## src/rtl/uart_tx_fifo.sv

```systemverilog
// rtl/uart_tx_fifo.sv - byte FIFO feeding a UART transmitter with send/busy handshake and retry
// Optional feature macro: UART_TX_FIFO_DROP_CNT_EN enables the saturating dropped-write counter.
`timescale 1ns/1ps

module uart_tx_fifo #(
    parameter int DEPTH         = 16,
    parameter int START_TIMEOUT = 16
) (
    input  logic                     i_clk,
    input  logic                     i_rst,
    input  logic [7:0]               i_wr_data,
    input  logic                     i_wr_en,
    output logic                     o_full,
    output logic                     o_empty,
    output logic [$clog2(DEPTH):0]   o_level,
    output logic [7:0]               o_tx_data,
    output logic                     o_tx_send,
    input  logic                     i_tx_busy,
    output logic                     o_idle,
    output logic [7:0]               o_drop_cnt
);

    localparam int AW = $clog2(DEPTH);
    localparam int CW = $clog2(START_TIMEOUT);
    localparam logic [CW-1:0] CNT_LAST = CW'(START_TIMEOUT - 1);

    typedef enum logic [1:0] {
        ST_IDLE,
        ST_SEND,
        ST_WAIT_START,
        ST_WAIT_DONE
    } state_t;

    logic [7:0]    mem [DEPTH];
    logic [AW:0]   wr_ptr;
    logic [AW:0]   rd_ptr;
    logic [AW:0]   wr_ptr_next;
    logic [AW:0]   rd_ptr_next;
    state_t        state;
    state_t        state_next;
    logic [CW-1:0] tmo_cnt;
    logic [CW-1:0] tmo_cnt_next;
    logic          wr_accept;
    logic          pop;

    // A write while full is dropped even if a pop frees a slot this cycle.
    assign wr_accept   = i_wr_en && !o_full;
    assign wr_ptr_next = wr_accept ? wr_ptr + 1'b1 : wr_ptr;
    assign rd_ptr_next = pop ? rd_ptr + 1'b1 : rd_ptr;

    // Byte storage; no reset needed, validity is tracked by the pointers.
    always_ff @(posedge i_clk) begin
        if (wr_accept) begin
            mem[wr_ptr[AW-1:0]] <= i_wr_data;
        end
    end

    // Pointers and registered occupancy flags; pointer MSB separates full from empty.
    always_ff @(posedge i_clk) begin
        if (i_rst) begin
            wr_ptr  <= '0;
            rd_ptr  <= '0;
            o_level <= '0;
            o_empty <= 1'b1;
            o_full  <= 1'b0;
        end else begin
            wr_ptr  <= wr_ptr_next;
            rd_ptr  <= rd_ptr_next;
            o_level <= wr_ptr_next - rd_ptr_next;
            o_empty <= (wr_ptr_next == rd_ptr_next);
            o_full  <= (wr_ptr_next[AW] != rd_ptr_next[AW]) &&
                       (wr_ptr_next[AW-1:0] == rd_ptr_next[AW-1:0]);
        end
    end

    // Next-state logic: pop in IDLE, pulse in SEND, retry if busy never rises.
    always_comb begin
        state_next   = state;
        tmo_cnt_next = tmo_cnt;
        pop          = 1'b0;
        case (state)
            ST_IDLE: begin
                if (!o_empty && !i_tx_busy) begin
                    pop        = 1'b1;
                    state_next = ST_SEND;
                end
            end
            ST_SEND: begin
                state_next   = ST_WAIT_START;
                tmo_cnt_next = '0;
            end
            ST_WAIT_START: begin
                if (i_tx_busy) begin
                    state_next = ST_WAIT_DONE;
                end else if (tmo_cnt == CNT_LAST) begin
                    state_next = ST_SEND;
                end else begin
                    tmo_cnt_next = tmo_cnt + 1'b1;
                end
            end
            ST_WAIT_DONE: begin
                if (!i_tx_busy) begin
                    state_next = ST_IDLE;
                end
            end
            default: begin
                state_next = ST_IDLE;
            end
        endcase
    end

    // State register and registered transmitter-side outputs.
    always_ff @(posedge i_clk) begin
        if (i_rst) begin
            state     <= ST_IDLE;
            tmo_cnt   <= '0;
            o_tx_send <= 1'b0;
            o_tx_data <= 8'h00;
            o_idle    <= 1'b1;
        end else begin
            state     <= state_next;
            tmo_cnt   <= tmo_cnt_next;
            o_tx_send <= (state_next == ST_SEND);
            if (pop) begin
                o_tx_data <= mem[rd_ptr[AW-1:0]];
            end
            o_idle    <= (wr_ptr_next == rd_ptr_next) && (state_next == ST_IDLE);
        end
    end

`ifdef UART_TX_FIFO_DROP_CNT_EN
    // Saturating count of writes refused because the FIFO was full.
    always_ff @(posedge i_clk) begin
        if (i_rst) begin
            o_drop_cnt <= 8'h00;
        end else if (i_wr_en && o_full && (o_drop_cnt != 8'hFF)) begin
            o_drop_cnt <= o_drop_cnt + 8'h01;
        end
    end
`else
    assign o_drop_cnt = 8'h00;
`endif

endmodule

```

## config.mk

```make
export PLATFORM = sky130hd
export DESIGN_NAME = uart_tx_fifo
export DESIGN_NICKNAME = d
export VERILOG_FILES = /design/src/rtl/uart_tx_fifo.sv
export SDC_FILE = /design/constraint.sdc
export NUM_CORES = 1
export LEC_CHECK = 0
export ABC_AREA = 1
export BUFFER_PORTS_ARGS = -buffer_cell sky130_fd_sc_hd__buf_4
export CAP_MARGIN = 5
export CORE_AREA = 2 2 121 93
export DETAILED_ROUTE_END_ITERATION = 7
export DIE_AREA = 0 0 123 95
export GPL_TIMING_DRIVEN = 0
export PLACE_DENSITY = 0.86
export SLEW_MARGIN = 10
export SYNTH_ARGS = -nofsm -noshare
export SYNTH_HDL_FRONTEND = slang
export SYNTH_SLANG_ARGS = --single-unit
```

## constraint.sdc

```tcl
create_clock -name i_clk -period 2.95 [get_ports i_clk]
set_input_delay 0.59 -clock i_clk [delete_from_list [all_inputs] [get_ports i_clk]]
set_output_delay 0.59 -clock i_clk [all_outputs]
set_load 0.1 [all_outputs]
```

==> run metrics <==
WL final 16.5 mm; # hold bufs at CTS 0; worst-path maximum fanout 10; largest net degree at the start of global routing 17; HP Class primary input to flop; Final Max Slew Viols 0; startpoint types flop; synthesized instance count 620; FMAX 414 MHz; most common cell after layout, fill and taps aside nor2_1; GP Congestion 0.886; Synth area leaders edfxtp_1 57%, dfxtp_1 9.9%, nor2_1 8.3%; Setup-failing EPs final 0; Seq/Total Area, Yosys 67.3%; Chip Width 123 µm; fin crit period 2.42 ns; htree depth 4; cell area after synthesis 0.00669 mm²; global-route wire length before repair 24.9 mm; initial antenna violation count 1; count of different cell masters after synthesis 35; clock buffer depth 2; Post-Place Cells 794; cell taking the most area after synthesis edfxtp_1; total iterations of the first detailed-routing run 6; Leak Pwr 2.88 nW; peak supply drop 0.486 mV; row count 33; Resize count post-CTS 0; routed vias/inst 6.08; DP Wirelength 10.7 mm; worst setup margin 0.533 ns; clock sink count 161; Total Routing Usage GR 29.9%; layout cells sized above 1 14.1%; most frequent cells in the layout 148 x nor2_1, 128 x edfxtp_1, 78 x o21ai_0, 69 x nand2_1, 36 x buf_4; Initial Utilization 62.8%; Area growth, synth to finish 15.2%; Hold Fails Final Rpt 0; Clock Pin Slew Worst Setup and Hold Paths 0.07 ns; Detail Route Antenna Nets 0; clk root buf clkbuf_16; CP required 3.27 ns; FILL cells 720; Total Power 6.49 mW; RSZ-0062 raised after global routing false; status finished clean; core area 0.0107 mm²; critical path arrival 2.73 ns; Post CTS Setup Buffer Count 0; TritonCTS clock tree done; Slew HR 39.6%; worst slew pin tran 0.903 ns; IO buf count 27; DRT iter0 DRCs 703; Final period util 81.9%; CP Capture Type flop; hold slack 0.477 ns; WL/cell 20.0 µm; pre-CTS setup slack 0.537 ns; Pwr per Cell Area 842 mW/mm²; grt ovf 0; TNS Setup 0 ns; Num CTS Buffers 17; nets 695; worst skew pair latency 0.42 ns; Fin Clk Skew 0.0109 ns; vias in the first global route 4699; I/O pins 37; Diodes inserted 0; die area 0.0117 mm²; post-synthesis average cell area 10.8 µm²; Die H 95 µm; max-cap violations 0; DRC 0; top-area cell type share of the netlist area 57.4%; kind of critical path flop to flop; Yosys reg bits 161; Synth Warn # 0; total number of vias 5020; fin cells 826
area by class of cell:
type,instances,area [µm²],area share (%)
inverters,34,130,1.69
repair buffers,27,203,2.63
plain buffers,35,190,2.47
clock buffers,18,439,5.70
flip-flops and latches,161,4500,58.4
multi-input cells,397,1890,24.6
well taps,140,175,2.27
clock inverters,14,175,2.27
final timing paths:
kind / startpoint / to / slack [ns] / depth (start not counted)
max: rd_ptr[1]$_SDFF_PP0_ / o_level[4]$_SDFF_PP0_ / 0.53 / 11
min: i_tx_busy / state[0]$_SDFF_PP0_ / 0.48 / 3
max reg2reg: rd_ptr[1]$_SDFF_PP0_ / o_level[4]$_SDFF_PP0_ / 0.53 / 11
min reg2reg: tmo_cnt[1]$_SDFFE_PP0P_ / tmo_cnt[1]$_SDFFE_PP0P_ / 0.50 / 2
sequential cells by signal (all words and copies together) (netlist names):
name       flops
o_full         1
tmo_cnt        4
wr_ptr         5
o_level        5
o_empty        1
o_idle         1
rd_ptr         5
state          2
o_tx_data      8
mem          128
o_tx_send      1
power by group:
group | switching [mW] | total (mW) | leakage (nW) | internal [mW]
Clock | 0.930 | 2.29 | 0.295 | 1.36
Combinational | 1.21 | 1.59 | 1.15 | 0.378
Sequential | 0.0541 | 2.61 | 1.43 | 2.55
Total | 2.20 | 6.49 | 2.88 | 4.30
layer usage:
layer | routed length (µm) | GRT usage [%]
met5 | 0 | 0
met4 | 442 | 12.1
met3 | 1860 | 7.13
met2 | 7910 | 48.3
met1 | 6320 | 39.5
stage by stage:
| step | utilization [%] | cell area, µm² |
|---|---|---|
| after floorplan | - | 6720 |
| after global placement | 66.6 | 7100 |
| after detailed placement | 66.6 | 7100 |
| after CTS | 72.4 | 7710 |
| after global routing | 72.4 | 7710 |
| final | 72.4 | 7710 |
worst max-delay path, cell delays in order, from the launching register on:
cell	delay, ns
dfxtp_1	0.48
inv_1	0.19
clkbuf_1	0.32
nand2_1	0.15
o21ai_0	0.21
fa_1	0.50
nand2_1	0.10
nand2_1	0.07
nand2_1	0.10
nand3_1	0.09
nand2_1	0.06
nor2_1	0.04
cell families after synthesis:
| family | synth area share (%) |
|---|---|
| AO/OA/AOI/OAI | 10.1 |
| XOR/XNOR | 0.262 |
| adder cells (fa/ha/maj) | 1.98 |
| buffers and inverters | 4.79 |
| flip-flops | 67.3 |
| other | 0.0560 |
| AND/OR/NAND/NOR | 15.6 |
synth_stat cells:
library cell	number
edfxtp_1	128
buf_2	14
a211oi_1	1
o22ai_1	24
clkbuf_1	10
buf_1	1
o21bai_1	1
o21ai_2	1
nand2_4	1
nand2_2	4
dfxtp_1	33
o21ai_1	4
buf_4	9
and3_1	2
a211oi_2	1
nor3b_1	1
inv_4	1
inv_2	2
nand4_1	3
a21oi_1	6
nand3_1	20
conb_1	1
a31o_2	1
ha_1	9
inv_1	31
fa_1	1
o21ai_0	78
nor3_1	3
o211ai_1	5
xor2_1	2
nor2_2	1
nand2_1	69
buf_6	1
nand3_2	3
nor2_1	148
Note: power is estimated with default switching activity, not from simulation.
